==> config.mk <==
export PLATFORM = sky130hd
export DESIGN_NAME = sprite_blitter_flat
export DESIGN_NICKNAME = d
export VERILOG_FILES = /design/src/rtl/sprite_blitter_if.sv /design/src/rtl/sprite_blitter.sv /design/src/flat_wrapper.sv
export SDC_FILE = /design/constraint.sdc
export NUM_CORES = 1
export LEC_CHECK = 0
export CAP_MARGIN = 20
export CELL_PAD_IN_SITES_DETAIL_PLACEMENT = 1
export CELL_PAD_IN_SITES_GLOBAL_PLACEMENT = 1
export CORE_UTILIZATION = 40
export DETAILED_ROUTE_END_ITERATION = 10
export PLACE_DENSITY = 0.86
export SLEW_MARGIN = 15
export SYNTH_ARGS = -nofsm -noshare
export SYNTH_HDL_FRONTEND = slang
export SYNTH_SLANG_ARGS = --single-unit
==> constraint.sdc <==
create_clock -name iCLOCK_50 -period 3 [get_ports iCLOCK_50]
set_clock_uncertainty 0.2 [all_clocks]
set_input_delay 0.3 -clock iCLOCK_50 [delete_from_list [all_inputs] [get_ports iCLOCK_50]]
set_output_delay 0.3 -clock iCLOCK_50 [all_outputs]
set_load 0.005 [all_outputs]
==> src/rtl/sprite_blitter_if.sv <==
// Sprite blitter bus: draw request, sprite ROM read port and VGA pixel write port.
// The blitter takes the slave side; the controller/ROM/VGA environment takes the master side.
interface sprite_blitter_if #(
    parameter int unsigned ADDR_W  = 12,
    parameter int unsigned COLOR_W = 3
);
    logic               idrawEn;
    logic [8:0]         ix_pos;
    logic [7:0]         iy_pos;
    logic [2:0]         isel;
    logic [ADDR_W-1:0]  orom_addr;
    logic [COLOR_W-1:0] irom_data;
    logic [8:0]         ox;
    logic [7:0]         oy;
    logic [COLOR_W-1:0] ocolor_out;
    logic               owriteEn;
    logic               obusy;
    logic               oDoneSignal;

    modport slave (
        input  idrawEn, ix_pos, iy_pos, isel, irom_data,
        output orom_addr, ox, oy, ocolor_out, owriteEn, obusy, oDoneSignal
    );

    modport master (
        output idrawEn, ix_pos, iy_pos, isel, irom_data,
        input  orom_addr, ox, oy, ocolor_out, owriteEn, obusy, oDoneSignal
    );
endinterface

==> src/rtl/sprite_blitter.sv <==
// Generic sprite-to-framebuffer copier: rasters one SPR_W x SPR_H image from the sprite ROM
// to the VGA write port at one pixel per clock, with colour-key transparency and screen clipping.
module sprite_blitter #(
    parameter int unsigned SPR_W      = 16,
    parameter int unsigned SPR_H      = 52,
    parameter int unsigned NUM_SPR    = 7,
    parameter int unsigned ADDR_W     = 12,
    parameter int unsigned COLOR_W    = 3,
    parameter int unsigned ROM_LAT    = 1,
    parameter int unsigned TRANSP_EN  = 0,
    parameter logic [COLOR_W-1:0] TRANSP_CLR = '0,
    parameter int unsigned SCR_W      = 320,
    parameter int unsigned SCR_H      = 240
) (
    input  logic           iCLOCK_50,
    input  logic           iresetn,
    sprite_blitter_if.slave bus
);

    localparam int unsigned PIX = SPR_W * SPR_H;
    localparam int unsigned XW  = (SPR_W > 1) ? $clog2(SPR_W) : 1;
    localparam int unsigned YW  = (SPR_H > 1) ? $clog2(SPR_H) + 1 : 1;

    typedef enum logic [2:0] {IDLE, LATCH, RUN, FLUSH, DONE} state_t;

    state_t state, state_nx;

    logic [XW-1:0]     x_cnt;
    logic [YW-1:0]     y_cnt;
    logic [8:0]        x_org;
    logic [7:0]        y_org;
    logic [ADDR_W-1:0] addr_q;
    logic [2:0]        fl_cnt;
    logic [2:0]        sel_eff;
    logic [ADDR_W-1:0] base;
    logic              last_x;
    logic              last_pix;

    assign last_x   = (x_cnt == XW'(SPR_W - 1));
    assign last_pix = last_x && (y_cnt == YW'(SPR_H - 1));
    assign sel_eff  = (32'(bus.isel) < NUM_SPR) ? bus.isel : '0;
    assign base     = ADDR_W'(32'(sel_eff) * PIX);

    always_ff @(posedge iCLOCK_50) begin
        if (!iresetn) state <= IDLE;
        else          state <= state_nx;
    end

    always_comb begin
        state_nx  = state;
        bus.obusy = 1'b1;
        case (state)
            IDLE: begin
                bus.obusy = 1'b0;
                if (bus.idrawEn) state_nx = LATCH;
            end
            LATCH: state_nx = RUN;
            RUN:   if (last_pix) state_nx = FLUSH;
            FLUSH: if (fl_cnt == 3'(ROM_LAT - 1)) state_nx = DONE;
            DONE:  state_nx = IDLE;
            default: state_nx = IDLE;
        endcase
    end

    // Raster order makes the ROM address a plain incrementer from the sprite base.
    always_ff @(posedge iCLOCK_50) begin
        if (!iresetn) begin
            x_cnt  <= '0;
            y_cnt  <= '0;
            x_org  <= '0;
            y_org  <= '0;
            addr_q <= '0;
            fl_cnt <= '0;
        end else begin
            case (state)
                LATCH: begin
                    x_org  <= bus.ix_pos;
                    y_org  <= bus.iy_pos;
                    addr_q <= base;
                    x_cnt  <= '0;
                    y_cnt  <= '0;
                    fl_cnt <= '0;
                end
                RUN: begin
                    if (!last_pix) addr_q <= addr_q + ADDR_W'(1);
                    if (last_x) begin
                        x_cnt <= '0;
                        y_cnt <= y_cnt + YW'(1);
                    end else begin
                        x_cnt <= x_cnt + XW'(1);
                    end
                end
                FLUSH: fl_cnt <= fl_cnt + 3'd1;
                default: ;
            endcase
        end
    end

    assign bus.orom_addr = addr_q;

    logic       issue_v;
    logic [9:0] issue_x;
    logic [8:0] issue_y;

    assign issue_v = (state == RUN);
    assign issue_x = 10'(x_org) + 10'(x_cnt);
    assign issue_y = 9'(y_org) + 9'(y_cnt);

    logic       pv [ROM_LAT];
    logic [9:0] px [ROM_LAT];
    logic [8:0] py [ROM_LAT];

    always_ff @(posedge iCLOCK_50) begin
        if (!iresetn) begin
            for (int unsigned i = 0; i < ROM_LAT; i++) pv[i] <= 1'b0;
        end else begin
            pv[0] <= issue_v;
            for (int unsigned i = 1; i < ROM_LAT; i++) pv[i] <= pv[i-1];
        end
    end

    always_ff @(posedge iCLOCK_50) begin
        px[0] <= issue_x;
        py[0] <= issue_y;
        for (int unsigned i = 1; i < ROM_LAT; i++) begin
            px[i] <= px[i-1];
            py[i] <= py[i-1];
        end
    end

    logic tail_v, keyed, clipped, do_write;

    assign tail_v   = pv[ROM_LAT-1];
    assign keyed    = (TRANSP_EN != 0) && (bus.irom_data == TRANSP_CLR);
    assign clipped  = (px[ROM_LAT-1] >= 10'(SCR_W)) || (py[ROM_LAT-1] >= 9'(SCR_H));
    assign do_write = tail_v && !keyed && !clipped;

    // Suppressed pixels still occupy their slot, so draw timing never depends on content.
    always_ff @(posedge iCLOCK_50) begin
        if (!iresetn) begin
            bus.owriteEn    <= 1'b0;
            bus.oDoneSignal <= 1'b0;
            bus.ox          <= '0;
            bus.oy          <= '0;
            bus.ocolor_out  <= '0;
        end else begin
            bus.owriteEn    <= do_write;
            bus.oDoneSignal <= (state == DONE);
            if (do_write) begin
                bus.ox         <= px[ROM_LAT-1][8:0];
                bus.oy         <= py[ROM_LAT-1][7:0];
                bus.ocolor_out <= bus.irom_data;
            end
        end
    end

endmodule

==> src/flat_wrapper.sv <==
// flat-port wrapper written by rule: the top's interface ports become plain ports
module sprite_blitter_flat 
#(
    parameter int unsigned SPR_W      = 16,
    parameter int unsigned SPR_H      = 52,
    parameter int unsigned NUM_SPR    = 7,
    parameter int unsigned ADDR_W     = 12,
    parameter int unsigned COLOR_W    = 3,
    parameter int unsigned ROM_LAT    = 1,
    parameter int unsigned TRANSP_EN  = 0,
    parameter logic [COLOR_W-1:0] TRANSP_CLR = '0,
    parameter int unsigned SCR_W      = 320,
    parameter int unsigned SCR_H      = 240
)
  (iCLOCK_50, iresetn, bus_idrawEn, bus_ix_pos, bus_iy_pos, bus_isel, bus_irom_data, bus_orom_addr, bus_ox, bus_oy, bus_ocolor_out, bus_owriteEn, bus_obusy, bus_oDoneSignal);
  sprite_blitter_if #(.ADDR_W(ADDR_W), .COLOR_W(COLOR_W)) bus_i ();
  input  logic iCLOCK_50;
  input  logic iresetn;
  input wire logic [$bits(bus_i.idrawEn)-1:0] bus_idrawEn;
  input wire logic [$bits(bus_i.ix_pos)-1:0] bus_ix_pos;
  input wire logic [$bits(bus_i.iy_pos)-1:0] bus_iy_pos;
  input wire logic [$bits(bus_i.isel)-1:0] bus_isel;
  input wire logic [$bits(bus_i.irom_data)-1:0] bus_irom_data;
  output wire logic [$bits(bus_i.orom_addr)-1:0] bus_orom_addr;
  output wire logic [$bits(bus_i.ox)-1:0] bus_ox;
  output wire logic [$bits(bus_i.oy)-1:0] bus_oy;
  output wire logic [$bits(bus_i.ocolor_out)-1:0] bus_ocolor_out;
  output wire logic [$bits(bus_i.owriteEn)-1:0] bus_owriteEn;
  output wire logic [$bits(bus_i.obusy)-1:0] bus_obusy;
  output wire logic [$bits(bus_i.oDoneSignal)-1:0] bus_oDoneSignal;
  assign bus_i.idrawEn = bus_idrawEn;
  assign bus_i.ix_pos = bus_ix_pos;
  assign bus_i.iy_pos = bus_iy_pos;
  assign bus_i.isel = bus_isel;
  assign bus_i.irom_data = bus_irom_data;
  assign bus_orom_addr = bus_i.orom_addr;
  assign bus_ox = bus_i.ox;
  assign bus_oy = bus_i.oy;
  assign bus_ocolor_out = bus_i.ocolor_out;
  assign bus_owriteEn = bus_i.owriteEn;
  assign bus_obusy = bus_i.obusy;
  assign bus_oDoneSignal = bus_i.oDoneSignal;
  sprite_blitter #(.SPR_W(SPR_W), .SPR_H(SPR_H), .NUM_SPR(NUM_SPR), .ADDR_W(ADDR_W), .COLOR_W(COLOR_W), .ROM_LAT(ROM_LAT), .TRANSP_EN(TRANSP_EN), .TRANSP_CLR(TRANSP_CLR), .SCR_W(SCR_W), .SCR_H(SCR_H)) u_core (.iCLOCK_50(iCLOCK_50), .iresetn(iresetn), .bus(bus_i));
endmodule
==> results of run 1 <==
state kept, by name, summed over array words and instances, names as in the netlist, 4 cells and up:
register,cells
u_core.bus.orom_addr,12
u_core.px,10
u_core.bus.ox,9
u_core.py,9
u_core.x_org,9
u_core.bus.oy,8
u_core.y_org,8
u_core.y_cnt,7
u_core.x_cnt,4
cell type report:
| type | instances | area share, % |
|---|---|---|
| Clock inverter | 6 | 1.03 |
| Clock buffer | 9 | 2.48 |
| Sequential cell | 88 | 35.2 |
| Timing Repair Buffer | 68 | 13.2 |
| Multi-Input combinational cell | 312 | 43.7 |
| Inverter | 14 | 1.05 |
| Tap cell | 133 | 3.33 |
power by group through the flow:
stage	Combinational, µW	Sequential [µW]	Clock [µW]
after floorplan	250	1300	0
after global placement	368	1320	0
after detailed placement	387	1330	0
after CTS	389	1300	782
after global routing	429	1310	835
final	384	1300	772
kinds of logic (layout without fill, tap and decap cells):
kind of cell | after synthesis | after routing
and+or+nand+nor | 153 | 153
AOI/OAI and AO/OA | 105 | 105
DFF | 88 | 88
buffers and inverters | 36 | 97
adders and majority gates | 24 | 24
muxes | 16 | 16
xor gates and xnor gates | 14 | 14
stage by stage:
step | setup WS (ns) | util (%)
6_report | 0.424 | 50.7
5_1_grt | 0.262 | 50.7
4_1_cts | 0.441 | 50.7
3_5_place_dp | 0.0526 | 48.9
3_3_place_gp | 0.178 | 48.9
2_1_floorplan | 0.634 | -
how the worst max path moves through the flow:
| stage | from | end | cells after the start |
|---|---|---|---|
| finish | bus_isel[1] | u_core.bus.orom_addr[10]$_SDFFE_PN0P_ | 9 |
| floorplan | bus_isel[1] | u_core.bus.orom_addr[11]$_SDFFE_PN0P_ | 8 |
| CTS | bus_isel[1] | u_core.bus.orom_addr[11]$_SDFFE_PN0P_ | 9 |
| global route | bus_isel[1] | u_core.bus.orom_addr[10]$_SDFFE_PN0P_ | 9 |
| detailed placement | bus_isel[1] | u_core.bus.orom_addr[11]$_SDFFE_PN0P_ | 9 |
| global placement | bus_isel[1] | u_core.bus.orom_addr[11]$_SDFFE_PN0P_ | 9 |
layout by cell type (no fill, tap or decap), drive strengths merged, types with 5 or more instances in the layout:
master	count
nand3	16
nor2b	22
inv	17
a21oi	15
or3	8
xnor2	6
nand2	54
clkbuf	9
mux2i	16
dfxtp	88
o21ai	21
buf	8
nor3	5
and2	6
o211ai	6
a21boi	24
nand4	6
nor2	14
clkdlybuf4s50	60
ha	21
xor2	8
worst max-delay path, cell delays in order:
cell             delay [ns]
clkdlybuf4s50_1        0.45
ha_1                   0.25
a21boi_0               0.28
ha_1                   0.29
ha_1                   0.21
fa_1                   0.48
nand2_1                0.05
a32o_1                 0.20
a21boi_1               0.14
routing by layer:
metal | part of all wire, % | vias up
li1 | - | 1662
met1 | 45 | 1681
met2 | 51 | 60
met3 | 3.1 | 14
met4 | 1.6 | 0
met5 | 0 | -
==> reports/results.tsv, run 1 <==
stage	metric	value	unit
yosys	netlist_instances	436	
yosys	ys_types	57	
layout	syn2layout_area_growth	21.4	%
yosys	synth_edf_count	0	
floorplanning	initial_core_util	41.8	%
grt	grt_pass1_wl	17100	µm
layout	drive_above_1_share	7.44	%
clock_tree	cts_tree	built	
critical_path	endpoint_kind	register	
timing	worst_pin_slew	0.710	ns
pwr	seq_power_share	53.0	%
pwr	swShare	29.3	%
placed_design	globalplace.congestion	0.778	
yosys	synth_compound_area_share	18.3	%
clock_tree	cts.reportedPaths.clkPinSlew	0.09	ns
detailed_routing	drt_iter0_markers	98	
yosys	ys_ff_latch	88	
grt	grt_max_degree	31	
detailed_routing	dr_total_vias	3417	
detailed_routing	wire_per_inst	16.2	µm
detailed_routing	routed_wl	10200	µm
critical_path	crit_required	3.09	ns
yosys	syn_area_per_cell	9.45	µm²
grt	overflow	0	
timing	period_minus_slack	2.58	ns
layout	multi_input_area	0.00219	mm²
pwr	p_int	1740	µW
clock_tree	h-tree-depth	3	
yosys	synth_top_area_share	42.8	%
yosys	async_flop_share	0	%
clock_tree	clkSinkCount	88	
timing	timing.fmax	0.388	GHz
pwr	leakagePower	0.00199	µW
timing	rsz0062_at_grt	false	
pwr	p_sw	719	µW
grt	grt_use_met3	3.23	%
critical_path	critPathKind	in2reg	
timing	finalCritPeriodShare	85.9	%
timing	hold_viol	0	
detailed_routing	drc_errors	0	
outcome	status	finished, final reports clean	
placed_design	io_buffers	60	
yosys	synth.area.mux_share	3.89	%
pwr	cellPowerDensity	491	mW/mm²
yosys	netlist_top_cells_area	dfxtp_1 (43%), ha_1 (6.4%), nand2_1 (4.9%)	
layout	nets	543	
layout	insertedDiodeCount	0	
yosys	synthFlopType	dfxtp_1	
layout	regArea	0.00176	mm²
placed_design	placed_cells	615	
yosys	yosysMostFrequentCell	dfxtp_1	
grt	use_met1	24.5	%
timing	drv_slew	0	
grt	antenna_found_initial	0	
layout	design_area	0.00500	mm²
critical_path	rr_endpoint	u_core.bus.orom_addr[1]$_SDFFE_PN0P_	
detailed_routing	viasPerCell	5.42	
yosys	synth_seq_area_share	42.8	%
timing	finalSetupViolCount	0	
yosys	synth_xor_area_share	2.98	%
clock_tree	cts_buffers	9	
detailed_routing	drt_pass1_iterations	4	
clock_tree	post_cts_buffers	0	
yosys	synth-simple-area-share	20.0	%
floorplanning	fp.dieW	103	µm
placed_design	place_hpwl	7550	µm
yosys	synth.net_count	486	
placed_design	placed_cell_area	0.00483	mm²
detailed_routing	ant_nets	0	
pwr	p_clk_share	31.4	%
timing	setup_tns	0	ns
clock_tree	clock_latency	0.37	ns
floorplanning	io_pins	61	
yosys	synth_top_area_cell	dfxtp_1	
grt	grt_usage	20.6	%
grt	grt_busiest_layer	met2	
clock_tree	cts_hold_buf	0	
critical_path	reg2reg_depth	5	
timing	maxSlewHeadroom	52.5	%
pwr	peakVddDrop	207	µV
min_path	min_to	u_core.y_org[5]$_SDFFE_PN0P_	
floorplanning	fp.dieArea	0.0107	mm²
critical_path	cp_max_fo	3	
yosys	synthAdderAreaFrac	7.83	%
pwr	p_total	2460	µW
grt	grt_pass1_vias	3589	
critical_path	reg2reg_setup_slack	0.66	ns
yosys	synth_top_family_by_area	simple AND/OR/NAND/NOR gates	
critical_path	crit_arrival	2.67	ns
clock_tree	cts_buffer_depth	2	
floorplanning	die_h	103	µm
pwr	combPwrFrac	15.6	%
yosys	synth_area	0.00412	mm²
critical_path	startpoint_type	input port	
timing	whs	0.281	ns
min_path	hold_depth	2	
floorplanning	core_area	0.00986	mm²
layout	fillCellCount	1110	
min_path	hold_path_class	reg2reg	
grt	gr-usage-met2	36.9	%
min_path	worstHoldStart	u_core.y_org[5]$_SDFFE_PN0P_	
layout	fin_cells	630	
clock_tree	root_buffer	clkbuf_8	
clock_tree	cts_resized	0	
job	max-cap-violations	0	
critical_path	timing.rr.start	u_core.x_cnt[1]$_SDFFE_PN0N_	
yosys	synthTopCellsByCount	dfxtp_1 (88), nand2_1 (54), nor2b_1 (22)	
yosys	yosys_warnings	0	
floorplanning	num_rows	36	
(Power assumes the default switching activity.)
==> inputs of run 2 (changes only) <==
--- a/config.mk
+++ b/config.mk
@@ -5,12 +5,14 @@
 export SDC_FILE = /design/constraint.sdc
 export NUM_CORES = 1
 export LEC_CHECK = 0
+export ABC_AREA = 1
 export CAP_MARGIN = 20
 export CELL_PAD_IN_SITES_DETAIL_PLACEMENT = 1
 export CELL_PAD_IN_SITES_GLOBAL_PLACEMENT = 1
-export CORE_UTILIZATION = 40
+export CORE_UTILIZATION = 39
 export DETAILED_ROUTE_END_ITERATION = 10
-export PLACE_DENSITY = 0.86
+export PLACE_DENSITY = 0.88
+export SKIP_CTS_REPAIR_TIMING = 1
 export SLEW_MARGIN = 15
 export SYNTH_ARGS = -nofsm -noshare
 export SYNTH_HDL_FRONTEND = slang
==> reports/results.tsv, run 2 <==
stage	metric	value	unit
outcome	status	finished, final reports clean	
detailed_routing	highest_layer	met4	
critical_path	cp.depth	10	
yosys	ys_ff_latch	88	
clock_tree	h-tree-depth	3	
floorplanning	initial_core_util	40.8	%
yosys	synth_top_area_cell	dfxtp_1	
clock_tree	clkSinkCount	88	
placed_design	io_buffers	60	
critical_path	cpMostUsedCell	ha_1	
layout	insertedDiodeCount	0	
critical_path	cp_max_fo	3	
critical_path	reg2reg_depth	10	
grt	grt_max_degree	30	
detailed_routing	wire_per_inst	15.0	µm
min_path	worstHoldStart	u_core.bus.oy[5]$_SDFFE_PN0P_	
yosys	synthFlopType	dfxtp_1	
clock_tree	root_buffer	clkbuf_8	
critical_path	crit_start	bus_isel[2]	
critical_path	reg2reg_setup_slack	0.91	ns
placed_design	place_hpwl	7800	µm
yosys	synthTopCellsByCount	nand2_1 (129), dfxtp_1 (88), a21oi_1 (66), inv_1 (51), nand3_1 (45)	
timing	finalCritPeriodShare	81.6	%
grt	antenna_found_initial	0	
yosys	syn_area_per_cell	7.68	µm²
clock_tree	cts_tree	built	
critical_path	rr_endpoint	u_core.state[0]$_SDFFE_PN0P_	
pwr	peakVddDrop	277	µV
min_path	hold_depth	2	
floorplanning	num_rows	36	
critical_path	startpoint_type	input port	
detailed_routing	dr_wl_met2	5630	µm
clock_tree	cts.reportedPaths.clkPinSlew	0.10	ns
timing	drv_slew	0	
grt	grt_usage	21.0	%
job	max-cap-violations	0	
clock_tree	cts_buffers	9	
yosys	synth_top_area_share	43.3	%
layout	nets	637	
yosys	synth_compound_area_share	12.8	%
timing	worst_pin_slew	0.620	ns
critical_path	crit_buf_inv	2	
grt	overflow	0	
yosys	synth_xor_area_share	3.45	%
detailed_routing	drt_pass1_iterations	4	
floorplanning	io_pins	61	
yosys	synth.net_count	579	
floorplanning	core_area	0.00995	mm²
yosys	yosysMostFrequentCell	nand2_1	
grt	grt_pass1_vias	3888	
yosys	netlist_instances	529	
critical_path	cp_slowest_cell	fa_1	
critical_path	timing.rr.start	u_core.y_cnt[1]$_SDFFE_PN0P_	
floorplanning	die_h	104	µm
placed_design	placed_cell_area	0.00476	mm²
yosys	netlist_top_cells_area	dfxtp_1 (43%), nand2_1 (12%), a21oi_1 (8.1%)	
min_path	hold_path_class	reg2reg	
detailed_routing	viasPerCell	5.17	
critical_path	worstPathCellList	clkdlybuf4s50_1 > ha_1 > a21oi_1 > ha_1 > ha_1 > fa_1 > inv_1 > o21ai_0 > nand2_1 > a21oi_1	
layout	drive_above_1_share	5.74	%
yosys	synth_edf_count	0	
placed_design	placed_cells	709	
timing	period_minus_slack	2.45	ns
layout	largest_reg_flops	12	
detailed_routing	ant_nets	0	
detailed_routing	dr_wl_met3	326	µm
detailed_routing	dr_total_vias	3748	
floorplanning	fp.dieW	104	µm
pwr	cellPowerDensity	684	mW/mm²
yosys	ys_types	32	
timing	rsz0062_at_grt	false	
detailed_routing	drc_errors	0	
timing	hold_viol	0	
timing	timing.fmax	0.409	GHz
critical_path	crit_required	3.11	ns
layout	fin_util	49.9	%
yosys	synth-simple-area-share	24.8	%
layout	layout_commonest_cell	nand2_1	
critical_path	endpoint_kind	register	
yosys	synth_top_family_by_area	simple AND/OR/NAND/NOR gates	
detailed_routing	routed_wl	10900	µm
placed_design	globalplace.congestion	0.802	
yosys	synth_area	0.00406	mm²
timing	finalSetupViolCount	0	
timing	setup_tns	0	ns
timing	maxSlewHeadroom	58.5	%
critical_path	critPathKind	in2reg	
floorplanning	fp.dieArea	0.0108	mm²
clock_tree	clock_latency	0.37	ns
yosys	synth.area.mux_share	0	%
yosys	synth_seq_area_share	43.3	%
grt	grt_pass1_wl	18400	µm
yosys	yosys_warnings	0	
detailed_routing	m1WireLength	4650	µm
layout	fin_cells	725	
min_path	min_to	u_core.bus.oy[5]$_SDFFE_PN0P_	
yosys	async_flop_share	0	%
layout	final_cell_mix	nand2_1 (129), dfxtp_1 (88), a21oi_1 (66), clkdlybuf4s50_1 (60), inv_1 (51)	
critical_path	crit_path_max_incr_delay	0.48	ns
yosys	synthAdderAreaFrac	7.94	%
layout	syn2layout_area_growth	22.3	%
critical_path	crit_arrival	2.56	ns
critical_path	crit_family	adder cells	
layout	design_area	0.00497	mm²
detailed_routing	drt_iter0_markers	140	
clock_tree	cts_buffer_depth	2	
pwr	leakagePower	0.00206	µW
==> run 2: cell families after synthesis <==
| kind of cell | after synthesis |
|---|---|
| buf+inv | 71 |
| xor+xnor | 16 |
| compound gates | 97 |
| flops | 88 |
| fa+ha+maj | 24 |
| simple gates | 233 |
==> run 2: how the worst max path moves through the flow <==
stage	to	slack [ns]
finish	u_core.bus.orom_addr[10]$_SDFFE_PN0P_	0.55
CTS	u_core.bus.orom_addr[10]$_SDFFE_PN0P_	0.54
detailed placement	u_core.bus.orom_addr[11]$_SDFFE_PN0P_	0.14
floorplan	u_core.bus.orom_addr[10]$_SDFFE_PN0P_	0.81
global route	u_core.bus.orom_addr[11]$_SDFFE_PN0P_	0.37
global placement	u_core.bus.orom_addr[10]$_SDFFE_PN0P_	0.30
==> run 2: layout make-up <==
type / instances / area [µm²]
well taps: 133 / 166
fillers: 1242 / 4980
clock buffers: 10 / 138
inverters: 52 / 195
repair buffers: 66 / 646
clock inverters: 6 / 72.6
multi-input cells: 370 / 1990
flip-flops and latches: 88 / 1760
==> run 2: layer usage <==
layer,global-route usage [%],up-vias
met5,0,-
met4,9.18,0
met3,2.82,20
met2,39.6,92
met1,23.5,1790
li1,-,1846
==> run 2: stage by stage <==
step | hold WS (ns) | total power (µW) | worst slack [ns]
3_3_place_gp | 0.239 | 2480 | 0.303
6_report | 0.269 | 3400 | 0.552
2_1_floorplan | 0.231 | 2190 | 0.808
4_1_cts | 0.268 | 3430 | 0.541
3_5_place_dp | 0.253 | 2540 | 0.139
5_1_grt | 0.289 | 3620 | 0.375
==> run 2: power breakdown <==
part / internal [µW] / total (µW) / switching, µW
sequential: 1360 / 1530 / 169
clock: 418 / 875 / 456
combinational: 383 / 991 / 608
total: 2170 / 3400 / 1230
==> run 2: worst reg2reg max path, delay by kind of cell (launching register included) <==
kind	cells	cell delay, ns
simple gates	7	0.89
flops	1	0.47
fa+ha+maj	1	0.30
compound gates	1	0.11
buf+inv	1	0.04
==> variant 1 (flow settings as in run 1) <==
`TRANSP_EN` is set to 0 in 2 places; all go to 1.
--- a/src/rtl/sprite_blitter.sv
+++ b/src/rtl/sprite_blitter.sv
@@ -9,3 +9,3 @@
     parameter int unsigned ROM_LAT    = 1,
-    parameter int unsigned TRANSP_EN  = 0,
+    parameter int unsigned TRANSP_EN  = 1,
     parameter logic [COLOR_W-1:0] TRANSP_CLR = '0,
--- a/src/flat_wrapper.sv
+++ b/src/flat_wrapper.sv
@@ -9,3 +9,3 @@
     parameter int unsigned ROM_LAT    = 1,
-    parameter int unsigned TRANSP_EN  = 0,
+    parameter int unsigned TRANSP_EN  = 1,
     parameter logic [COLOR_W-1:0] TRANSP_CLR = '0,
Formal check against the unedited RTL: not equivalent (a bounded check fails within 10 cycles, from zero or initial values and one cycle with iresetn low).
==> variant 1 against run 1 <==
Power increased by 4.3%; register-to-register slack got worse by 0.07 ns; final area decreased by 0.38%; area after synthesis decreased by 2.2%; clock power increased by 19%; combinational power decreased by 7.8%; count of clock-buffer cells in the layout increased by 1; die area decreased by 2.1%; setup slack improved by 0.17 ns; hold slack got worse by 0.011 ns; sequential cell count unchanged; routed wire length increased by 5.1%; largest power group unchanged; highest routed layer unchanged.
==> variant 1: results (changes against run 1) <==
The run finished with clean final reports. The port buffer count came out at 60 (unchanged). The net switching power came out at 0.000692 W (-3.8%). The post-synthesis net count came to 498 (+2.5%). Counting instances in the post-synthesis netlist gives the leading cell types as dfxtp_1 (88), nand2_1 (60), a21oi_1 (45). The net total in the final layout came out at 555 (+2.2%). The post-synthesis share of cell area spent on xor and xnor gates is 3.48% (+0.50 points).

The total met3 wirelength after detailed routing came out at 315 microns (+0.64%). The via count of the first global-routing pass was 3726 (+3.8%). The placed wire-length estimate after detailed placement came out at 7.61 mm (+0.87%). The post-synthesis adder-cell area fraction is 7.39% (-0.45 points). The static leakage came out at 2.02 nW (+1.7%). The portion of the post-synthesis area used by sequential elements came out at 43.7% (+0.96 points).

The data arrival time of the worst path is 2.46 ns (-0.21 ns). The maximum fanout along the worst path is 15 (+12). The largest net degree at the start of global routing was 36 (+16%). By area the synthesized netlist is led by dfxtp_1 (44%), ha_1 (5.9%), a21oi_1 (5.6%), nand2_1 (5.6%), mux2i_1 (4.7%). The met1 wire length is 4.82 mm (+5.8%). The compound-gate portion of the synthesized area came out at 16.0% (-2.4 points). The starting DRC count in detailed routing came out at 111 (+13%).

Among cell families on the critical path, the largest total delay comes from compound AO/OA/AOI/OAI gates. The combined global-route utilization of all metal layers came out at 21.9% (+1.3 points). The length of routed met2 wiring is 5.51 mm (+5.8%). The number of antenna violations at the first check in global routing is 0 (unchanged). The global-route wire length before repair is 17.9 mm (+4.7%).

The average routed wire per standard cell is 16.7 microns (+2.6%). The multiplexer share of the synthesized area is 4.72% (+0.83 points). The async set or reset register ratio after synthesis is 0% (unchanged). The actual slew at the worst max-slew pin is 0.629 ns (-0.0815 ns).

The worst vdd rail ir drop is 249 uV (+20%).
==> variant 1: logic make-up (layout without fill, tap and decap cells) <==
group | Yosys count | in the layout
and+or+nand+nor | 168 | 168
buffers and inverters | 36 | 98
DFF | 88 | 88
adders and majority gates | 22 | 22
muxes | 19 | 19
xor gates and xnor gates | 16 | 16
AOI/OAI and AO/OA | 101 | 101
==> variant 1: path summary, 6_finish.rpt <==
check / startpoint / to / slack, ns / cells past startpoint
setup / recovery: u_core.x_cnt[1] / u_core.bus.orom_addr[9] / 0.59 / 5
hold / removal: u_core.x_org[2] / u_core.x_org[2] / 0.27 / 2
setup reg to reg: u_core.x_cnt[1] / u_core.bus.orom_addr[9] / 0.59 / 5
hold reg to reg: u_core.x_org[2] / u_core.x_org[2] / 0.27 / 2
==> variant 1: final cells by class <==
cell class | instances | area (sq um)
clock buffer | 10 | 128
fill | 1153 | 4790
timing repair buffer | 68 | 673
tap | 133 | 166
clock inverter | 6 | 92.6
inverter | 14 | 52.6
multi-input combinational | 326 | 2110
sequential | 88 | 1760
==> variant 1: worst min-delay path: stages (launching register included) <==
cell and delay, ns:
dfxtp_1 0.32, nand2_1 0.05, a21oi_1 0.05
==> variant 1: power by group through the flow <==
stage	sequential (W)	clock (W)	combinational, W
after floorplan	0.00129	0	0.000226
after global placement	0.00131	0	0.000335
after detailed placement	0.00131	0	0.000354
after CTS	0.00129	0.000936	0.000358
after global routing	0.00130	0.000980	0.000392
final	0.00129	0.000922	0.000354
==> variant 1: routing by layer <==
layer,GRT usage [%],vias up
li1,-,1715
met5,0,-
met3,2.74,10
met4,6.70,0
met2,40.5,69
met1,26.2,1735
==> variant 1: metrics by stage <==
| step | cell area (sq um) | instances | total power, W | setup WS (ns) |
|---|---|---|---|---|
| detailed placement | 4760 | 629 | 0.00167 | 0.305 |
| global placement | 4760 | 629 | 0.00164 | 0.418 |
| CTS | 4980 | 645 | 0.00258 | 0.574 |
| finish | 4980 | 645 | 0.00256 | 0.591 |
| floorplan | 4030 | 450 | 0.00152 | 1.01 |
| global route | 4980 | 645 | 0.00267 | 0.479 |
==> variant 2 (settings of run 1) <==
Without the edit above. The 5 states of `state_t` get a one-hot encoding in 5 bits.
--- a/src/rtl/sprite_blitter.sv
+++ b/src/rtl/sprite_blitter.sv
@@ -23,3 +23,3 @@
 
-    typedef enum logic [2:0] {IDLE, LATCH, RUN, FLUSH, DONE} state_t;
+    typedef enum logic [4:0] {IDLE = 5'b00001, LATCH = 5'b00010, RUN = 5'b00100, FLUSH = 5'b01000, DONE = 5'b10000} state_t;
 
Function: no difference found for any inputs over 10 cycles, from zero or initial values and one cycle with iresetn low; not proved beyond that.
==> variant 2 against run 1 <==
Register-to-register slack worse by 0.12 ns; clock power is 11% higher; final area fell by 1.5%; critical path type unchanged; largest cell class unchanged; routed wire length up 0.17%; count of clock-buffer cells in the layout increased by 1; power grew 6.7%; sequential cell count up 2; setup slack worse by 0.024 ns; hold slack lost 0.038 ns; area after synthesis is 4.3% lower.
==> variant 2: results (changes against run 1) <==
The run finished with clean final reports. After synthesis, the cell types taking the most area are dfxtp_1 (46%), nand2_1 (8.3%), a21oi_1 (6.7%), ha_1 (6.7%), xnor2_1 (2.9%). The placed cell count is 629 (+2.3%).

The met1 wire length came out at 4.48 mm (-1.8%). The via count of the first global-routing pass was 3607 (+0.50%). The worst vdd rail ir drop came out at 266 uV (+28%). The share of post-route cells with drive strength above 1 came to 8.33% (+0.89 points). The startpoint of the lowest-slack hold path is u_core.px[0][4]. By count the netlist is led by dfxtp_1 (90), nand2_1 (87), a21oi_1 (53). The starting DRC count in detailed routing is 71 (-28%).

The data arrival time of the worst path came to 2.69 ns (+0.02 ns). The count of fill cells added during filler insertion is 1121 (+0.99%). The internal reg-to-reg setup slack is 0.54 ns (-0.12 ns). The most critical setup path has its startpoint at bus_isel[2]. The met2 track utilization from global routing came out at 39.6% (+2.6 points). The total met3 wirelength after detailed routing came out at 309 microns (-1.3%). The detailed-route wire length is 10.2 mm (+0.17%). The net switching power came out at 0.000733 W (+1.9%).

The area of all sequential standard cells is 0.00180 sq mm (+2.3%). The number of synthesized register bits is 90 (+2.3%). The post-synthesis adder-cell area fraction came to 8.19% (+0.35 points). The worst slew margin relative to its limit came out at 58.9% (+6.3 points). The met1 global-route usage is 24.8% (+0.33 points). The sequential cell power came out at 0.00134 W (+3%). The distinct cell type count after synthesis is 56 (-1.8%). The net total in the final layout came out at 561 (+3.3%).

The placed wire-length estimate after detailed placement is 7.49 mm (-0.71%). The count of inverters not on the clock network in the layout came out at 15 (+1). In this run the critical register-to-register path is launched from u_core.state[3]. The average routed wire per standard cell is 15.9 microns (-2.2%). The part of the total power dissipated in combinational logic is 16.1% (+0.5 points).
variant 2: how the worst max path moves through the flow:
stage                               end  slack, ns  cells past startpoint
3_5_place_dp   u_core.bus.orom_addr[10]       0.02                      9
2_1_floorplan  u_core.bus.orom_addr[10]       0.79                      8
4_1_cts        u_core.bus.orom_addr[10]       0.41                      9
6_report       u_core.bus.orom_addr[10]       0.40                      9
5_1_grt        u_core.bus.orom_addr[10]       0.25                      9
3_3_place_gp   u_core.bus.orom_addr[10]       0.25                      9
variant 2: per-stage QoR:
| stage | total power, W | hold WS, ns | worst slack (ns) | area (sq um) |
|---|---|---|---|---|
| after CTS | 0.00265 | 0.244 | 0.409 | 4930 |
| after floorplan | 0.00160 | 0.217 | 0.786 | 3940 |
| after global routing | 0.00275 | 0.268 | 0.248 | 4930 |
| after global placement | 0.00176 | 0.225 | 0.250 | 4720 |
| final | 0.00262 | 0.243 | 0.400 | 4930 |
| after detailed placement | 0.00179 | 0.230 | 0.0234 | 4720 |
